**src/rtl/sa_layer_seq.sv**
```systemverilog
`default_nettype none
// ============================================================================
// Module   : sa_layer_seq
// Purpose  : Layer sequencer for a systolic-array conv engine. It steps through
//            a burst table, requesting weights, streaming data and draining.
// Revision : 1.0
// ============================================================================
module sa_layer_seq #(
    parameter int NUM_LAYERS   = 4,
    parameter int BURST_W      = 11,
    parameter int ROWS         = 25,
    parameter int COLS         = 16,
    parameter int DRAIN_CYCLES = ROWS + COLS,
    localparam int LW          = (NUM_LAYERS > 1) ? $clog2(NUM_LAYERS) : 1
) (
    input  logic               clk,
    input  logic               rst,
    input  logic               cfg_we,
    input  logic [LW-1:0]      cfg_layer,
    input  logic [BURST_W-1:0] cfg_burst,
    input  logic [LW:0]        num_layers_i,
    input  logic               start,
    input  logic               abort,
    input  logic               w_loaded_i,
    input  logic               d_valid_i,
    input  logic               burst_last_i,
    output logic               weight_start_o,
    output logic               data_enable_o,
    output logic [BURST_W-1:0] burst_size_o,
    output logic [LW-1:0]      layer_idx_o,
    output logic               busy_o,
    output logic               done_o,
    output logic               err_o
);

    localparam int            DW         = (DRAIN_CYCLES > 1) ? $clog2(DRAIN_CYCLES) : 1;
    localparam logic [DW-1:0] DRAIN_LAST = DW'(DRAIN_CYCLES - 1);
    localparam logic [LW:0]   MAX_LAYERS = (LW + 1)'(NUM_LAYERS);

    localparam logic [2:0] S_IDLE   = 3'd0;
    localparam logic [2:0] S_WLOAD  = 3'd1;
    localparam logic [2:0] S_WWAIT  = 3'd2;
    localparam logic [2:0] S_STREAM = 3'd3;
    localparam logic [2:0] S_DRAIN  = 3'd4;
    localparam logic [2:0] S_NEXT   = 3'd5;
    localparam logic [2:0] S_DONE   = 3'd6;

    logic [BURST_W-1:0] burst_table [NUM_LAYERS];
    logic [2:0]         state;
    logic [2:0]         next_state;
    logic [LW-1:0]      layer_idx;
    logic [LW:0]        run_layers;
    logic [LW:0]        eff_layers;
    logic [BURST_W-1:0] beat_cnt;
    logic [BURST_W-1:0] beat_next;
    logic [DW-1:0]      drain_cnt;
    logic               err;
    logic               cfg_ok;
    logic               abort_hit;
    logic               last_layer;
    logic               beat_err;

    // Writes aimed past the populated table are dropped.
    if ((1 << LW) == NUM_LAYERS) begin : g_cfg_full
        assign cfg_ok = 1'b1;
    end else begin : g_cfg_part
        assign cfg_ok = ({1'b0, cfg_layer} < MAX_LAYERS);
    end

    assign burst_size_o = burst_table[layer_idx];
    assign layer_idx_o  = layer_idx;
    assign err_o        = err;
    assign abort_hit    = abort && (state != S_IDLE);
    assign last_layer   = (({1'b0, layer_idx} + (LW + 1)'(1)) >= run_layers);
    assign beat_next    = beat_cnt + BURST_W'(1);
    // A mismatched final count, or a full burst with no last marker, is an error.
    assign beat_err     = burst_last_i ? (beat_next != burst_size_o)
                                       : (beat_next == burst_size_o);

    always_comb begin
        eff_layers = num_layers_i;
        if (num_layers_i == '0) begin
            eff_layers = (LW + 1)'(1);
        end else if (num_layers_i > MAX_LAYERS) begin
            eff_layers = MAX_LAYERS;
        end
    end

    always_ff @(posedge clk) begin
        if (rst) begin
            state <= S_IDLE;
        end else begin
            state <= next_state;
        end
    end

    always_comb begin
        next_state = state;
        if (abort_hit) begin
            next_state = S_IDLE;
        end else begin
            case (state)
                S_IDLE:   if (start) next_state = S_WLOAD;
                S_WLOAD:  next_state = (burst_size_o == '0) ? S_NEXT : S_WWAIT;
                S_WWAIT:  if (w_loaded_i) next_state = S_STREAM;
                S_STREAM: if (d_valid_i && burst_last_i) next_state = S_DRAIN;
                S_DRAIN:  if (drain_cnt == DRAIN_LAST) next_state = S_NEXT;
                S_NEXT:   next_state = last_layer ? S_DONE : S_WLOAD;
                S_DONE:   next_state = S_IDLE;
                default:  next_state = S_IDLE;
            endcase
        end
    end

    always_comb begin
        weight_start_o = 1'b0;
        data_enable_o  = 1'b0;
        done_o         = 1'b0;
        busy_o         = (state != S_IDLE);
        case (state)
            S_WLOAD:  weight_start_o = (burst_size_o != '0);
            S_STREAM: data_enable_o  = 1'b1;
            S_DONE:   done_o         = 1'b1;
            default:  ;
        endcase
    end

    always_ff @(posedge clk) begin
        if (rst) begin
            for (int i = 0; i < NUM_LAYERS; i++) begin
                burst_table[i] <= '0;
            end
            layer_idx  <= '0;
            run_layers <= '0;
            beat_cnt   <= '0;
            drain_cnt  <= '0;
            err        <= 1'b0;
        end else begin
            if (cfg_we && (state == S_IDLE) && cfg_ok) begin
                burst_table[cfg_layer] <= cfg_burst;
            end
            if (state == S_STREAM) begin
                if (d_valid_i) begin
                    beat_cnt <= beat_next;
                end
            end else begin
                beat_cnt <= '0;
            end
            drain_cnt <= (state == S_DRAIN) ? (drain_cnt + DW'(1)) : '0;
            if (!abort_hit) begin
                case (state)
                    S_IDLE: begin
                        if (start) begin
                            layer_idx  <= '0;
                            err        <= 1'b0;
                            run_layers <= eff_layers;
                        end
                    end
                    S_STREAM: if (d_valid_i && beat_err) err <= 1'b1;
                    S_NEXT:   if (!last_layer) layer_idx <= layer_idx + LW'(1);
                    default:  ;
                endcase
            end
        end
    end

endmodule
`default_nettype wire

```
**config.mk**
```make
export PLATFORM = sky130hd
export DESIGN_NAME = sa_layer_seq
export DESIGN_NICKNAME = d
export VERILOG_FILES = /design/src/rtl/sa_layer_seq.sv
export SDC_FILE = /design/constraint.sdc
export NUM_CORES = 1
export LEC_CHECK = 0
export CORE_UTILIZATION = 60
export DETAILED_ROUTE_END_ITERATION = 6
export MAX_ROUTING_LAYER = met4
export PLACE_DENSITY = 0.84
export SKIP_LAST_GASP = 1
export SYNTH_ARGS = -nofsm -noshare
export SYNTH_HDL_FRONTEND = slang
export SYNTH_SLANG_ARGS = --single-unit
```
**constraint.sdc**
```tcl
create_clock -name clk -period 4.3 [get_ports clk]
set_clock_uncertainty 0.15 [all_clocks]
set_input_delay 1.075 -clock clk [delete_from_list [all_inputs] [get_ports clk]]
set_output_delay 1.075 -clock clk [all_outputs]
set_load 0.02 [all_outputs]
```
After elaboration in Yosys (flattened, before gate mapping)
Memory sizes are Yosys's and may differ from the RTL's. A register that Yosys moved wholly into a read port is not among the register bits.
Cells that the tools add are included.
Widths: inputs -> output; s select.
{"block": "classes", "n_addsub": 4, "multipliers": 0, "n_div": 0, "n_lt_le_gt_ge": 2, "eq_ne": 15, "shift": 0, "muxes": 29, "n_bitwise": 3, "reduce_logical": 19}
{"op": "$mux 3", "count": 8}
{"op": "$pmux 3 s6", "count": 1}
{"op": "$mux 1", "count": 12}
{"op": "$reduce_and 4->1", "count": 3}
{"op": "$add 11x1->11 const B", "count": 1}
{"op": "$eq 11x11->1", "count": 1}
{"op": "$logic_not 11->1", "count": 1}
{"op": "$mux 11", "count": 1}
{"op": "$ne 11x11->1", "count": 1}
{"op": "$reduce_bool 11->1", "count": 1}
{"op": "$reduce_or 11->1", "count": 1}
{"op": "$mux 2", "count": 5}
{"op": "$ne 2x2->1 const B", "count": 5}
{"op": "$eq 3x3->1 const B", "count": 3}
{"op": "$add 6x1->6 const B", "count": 1}
{"op": "$eq 3x2->1 const B", "count": 2}
{"op": "$eq 6x6->1 const B", "count": 1}
{"op": "$logic_not 3->1", "count": 2}
{"op": "$reduce_or 2->1", "count": 3}
{"op": "$logic_and 1x1->1", "count": 4}
{"op": "$pmux 2 s2", "count": 1}
{"op": "$reduce_bool 2->1", "count": 2}
{"op": "$add 2x1->3 const B", "count": 1}
{"op": "$eq 3x1->1 const B", "count": 1}
{"op": "other kinds (8)", "count": 10}
{"block": "word_totals", "ff_bits": 26, "latch_bits": 0, "ramBits": 44, "romBits": 0, "input_bits": 24, "elab_cells": 79, "mem_count": 1}
{"memory": "burst_table", "words": 4, "word_bits": 11, "rd": 1, "rd_ports_with_merged_regs": 1, "wr": 4, "line": "48", "source": "logic [BURST_W-1:0] burst_table [NUM_LAYERS];"}

Longest topological paths before layout
{"block": "depth", "ltp_word": 7, "mapped_depth": 8, "depth_no_buf": 7}

Worst setup path after synthesis
OpenSTA, ideal clock, no wires.
{"block": "synth_path", "path_kind": "register to output", "start": "register (tool-made name)", "end": "output weight_start_o", "arrival_time_ns": 1.768, "required_ns": 3.075, "setup_slack_ns": 1.307, "stages_incl_launch_ff": 6, "n_path_buf": 1, "path_cell_list": "dfxtp_1 -> buf_6 -> mux4_1 -> nor4_2 -> nand3_1 -> and2_1"}
{"element": "end, declared", "line": "27", "source": "output logic weight_start_o,"}

==> summary.md <==
| Metric | Value |
|---|---|
| Status | complete, no violations |
| DR pass1 iterations | 4 |
| Kind of critical path | register to output pin |
| Antenna Violating Nets Remaining | 0 |
| N_diodes | 0 |
| Final min period | approximately 4 ns |
| Metal1 wirelength | roughly 3.6 mm |
| Vias | approximately 2600 |
| Slew @ Worst Pin | approximately 0.58 ns |
| Net count, final | roughly 400 |
| Met2 WL | 3.927 mm |
| Element type at the critical path start | register |
| Register bit total from synthesis | a little over 70 |
| Syn Nets | 354 |
| Total track usage | 0.2883 |
| Initial DRC count | 187 |
| Pwr Density | just under 400 mW/mm^2 |
| CP max stage delay | about 0.6 ns |
| DRC | 0 |
| Clock Tree Buf Depth | 2 |
| I/O pins | 42 |
| Setup_tns | 0 ns |
| Vias/cell | about 5.9 |
| Starting Density | 0.6246 |
| Hold Path Depth | 2 |
| Hold Vio Cnt, Final | 0 |
| Die height | about 81 um |
| Hold Path Origin | run_layers[2] |
| Global-route wire length before repair | ~13 mm |
| Gpl congestion | roughly 0.85 |
| Sequential area share after synthesis | 0.5059 |
| Leakage | 1.612 nW |
| Mapped Cells | 323 |
| Crit path DAT | 2.76 ns |
| Number of synthesized flops with an enable pin | between 40 and 50 |
| Antenna violations before repair | 0 |
| Unrepaired setup endpoints after global routing | no |
| Asr flop ratio synth | 0 |
| Row count | 28 |
| Die width | ~81 um |
| Top FF cell, synth | edfxtp_1 |
| Vias in the first global route | 2520 |
| Data required time of the critical path | roughly 3.1 ns |
| Tcrit/Tclk final | 0.9275 |
| I/O Buffers | 41 |
| Hold Crit Class | register to register |
| Die footprint | 0.006519 mm^2 |
| Post-CTS Hold Buffers | 0 |
| Synth warnings | 0 |
| Share of cells above drive strength 1 | 0.1027 |
| Max frequency | between 200 and 300 MHz |
| CTS buffer count | 9 |
| Dpl hpwl | 5.862 mm |
| Total power | between 1.5 and 2 mW |
| Slew HR | 0.6142 |
| CORE AREA | 0.005956 mm^2 |
| CTS clk-pin slew, worst paths | 0.07 ns |
| Post-CTS Setup Inserts | 0 |
| Final Max Tran Viols | 0 |
| Top Metal Used | met4 |
| H-tree depth | 3 |
| Synthesized area | 0.003720 mm^2 |
| Met3 wire length | 492 um |
| Hold endpoint | run_layers[2] |
| R2r worst-path depth | 6 |
| Final setup vio count | 0 |
| Max-Cap Viols | 0 |
| Crit Path Max Fanout | 11 |
| Final WL | 8.324 mm |
| CTS tree | done |
| Root Driver | clkbuf_8 |
| Distinct cell type count of the synthesized netlist | 54 |
| Setup slack, reg-to-reg | 1.83 ns |
| Clock latency on the worst-skew pair | 0.36 ns |
| Clock Sinks | 72 |
| Endpoint type of the worst setup path | output pin |
| Worst path slowest cell | mux4_2 |
| Util after Layout | 0.7321 |
| CP Cell Sequence | mux4_2, nor4_2, nand3_1, and2_1, clkdlybuf4s50_1 |
| Remaining Overflow, GRT | 0 |
| Hold slack | around 0.32 ns |
| Syn avg cell area | 11.52 um^2 |
| Maximum VDD drop | about 0.00025 V |
| Wire length per cell | 18.71 um |
| Reg-to-Reg End | err_o |
| Layout Area Growth over Synthesis | 17.22% |
| Largest net degree at the start of global routing | 17 |
[timing repair]
item / CTS / global route
resized for setup: 0 / 1
endpoints found under the setup margin: 0 / 1
hold endpoints to repair: 0 / 0
[state kept, by name, indices dropped and copies added (netlist names), named ones only]
signal       cells
beat_cnt        11
drain_cnt        6
burst_table     44
err_o            1
state            3
layer_idx_o      2
run_layers       3
[Yosys cell counts, types with 4 or more instances]
cell	count	area share
clkbuf_1	10	0.010
and2_1	45	0.076
nand2_1	16	0.016
or3_1	7	0.012
and3_1	4	0.0067
dfxtp_1	28	0.15
nand4_1	7	0.012
xnor3_1	4	0.024
xnor2_1	7	0.016
nor3_1	9	0.012
nor2_1	23	0.023
inv_1	11	0.011
o21ai_0	5	0.0067
ha_1	7	0.024
mux4_2	8	0.048
nand3_1	12	0.016
xor2_1	9	0.021
a21oi_1	12	0.016
edfxtp_1	44	0.36
[critical path: cells and delay by family, from the launching register on]
kind,cells,cell delay (ns)
and+or+nand+nor,3,0.74
muxes,1,0.61
DFF,1,0.53
buffers and inverters,1,0.53
[placed cells by master (no fill, tap or decap), types with 4 or more instances in the layout]
| master | netlist | routed |
|---|---|---|
| and2_1 | 45 | 45 |
| edfxtp_1 | 44 | 44 |
| clkdlybuf4s50_1 | 0 | 41 |
| dfxtp_1 | 28 | 27 |
| nor2_1 | 23 | 23 |
| nand2_1 | 16 | 16 |
| nand3_1 | 12 | 12 |
| a21oi_1 | 12 | 12 |
| inv_1 | 11 | 11 |
| nor3_1 | 9 | 9 |
| xor2_1 | 9 | 9 |
| clkbuf_8 | 3 | 9 |
| mux4_2 | 8 | 8 |
| nand4_1 | 7 | 7 |
| or3_1 | 7 | 7 |
| xnor2_1 | 7 | 7 |
| ha_1 | 7 | 7 |
| buf_4 | 1 | 7 |
| o21ai_0 | 5 | 5 |
| and3_1 | 4 | 4 |
| xnor3_1 | 4 | 4 |
[cell families after synthesis]
logic type                 share of synthesized area
buffers and inverters                        0.03868
muxes                                        0.07232
xor gates and xnor gates                     0.06189
DFF                                           0.5059
and+or+nand+nor                               0.2355
adders and majority gates                    0.02354
AOI/OAI and AO/OA                            0.06223
[layer usage]
metal,global-route usage,vias up
met5,-,-
met4,0.1500,0
met2,0.4322,92
met3,0.04944,21
met1,0.3782,1259
li1,-,1264
[power by group]
part / total, mW / leakage [nW] / internal [mW] / switching (mW)
registers: 0.837 / 0.684 / 0.794 / 0.0435
clock network: 0.523 / 0.0848 / 0.261 / 0.261
logic: 0.334 / 0.843 / 0.150 / 0.184
total: 1.69 / 1.61 / 1.21 / 0.488
[final cells by class]
cell class,instances,area (um^2)
Clock buffer,9,123.9
Tap cell,75,93.84
Timing Repair Buffer,48,462.9
Sequential cell,72,1883
Multi-Input combinational cell,224,1694
Fill cell,417,1595
Clock inverter,6,61.31
Inverter,11,41.29
[per-stage QoR]
step	cells	setup WS (ns)	area (um^2)
after floorplan	323	1.307	3720
after global placement	430	0.5189	4174
after detailed placement	430	0.4372	4174
after CTS	445	0.04864	4359
after global routing	445	0.1585	4360
final	445	0.3119	4360
[worst max-delay path by stage]
stage | start | to | slack, ns | cells after the start
floorplan | register | weight_start_o | 1.31 | 5
global placement | register | weight_start_o | 0.52 | 5
detailed placement | register | weight_start_o | 0.44 | 5
CTS | register | weight_start_o | 0.05 | 5
global route | register | weight_start_o | 0.16 | 5
finish | register | weight_start_o | 0.31 | 5
No activity file was read; power rests on OpenSTA's default activity.
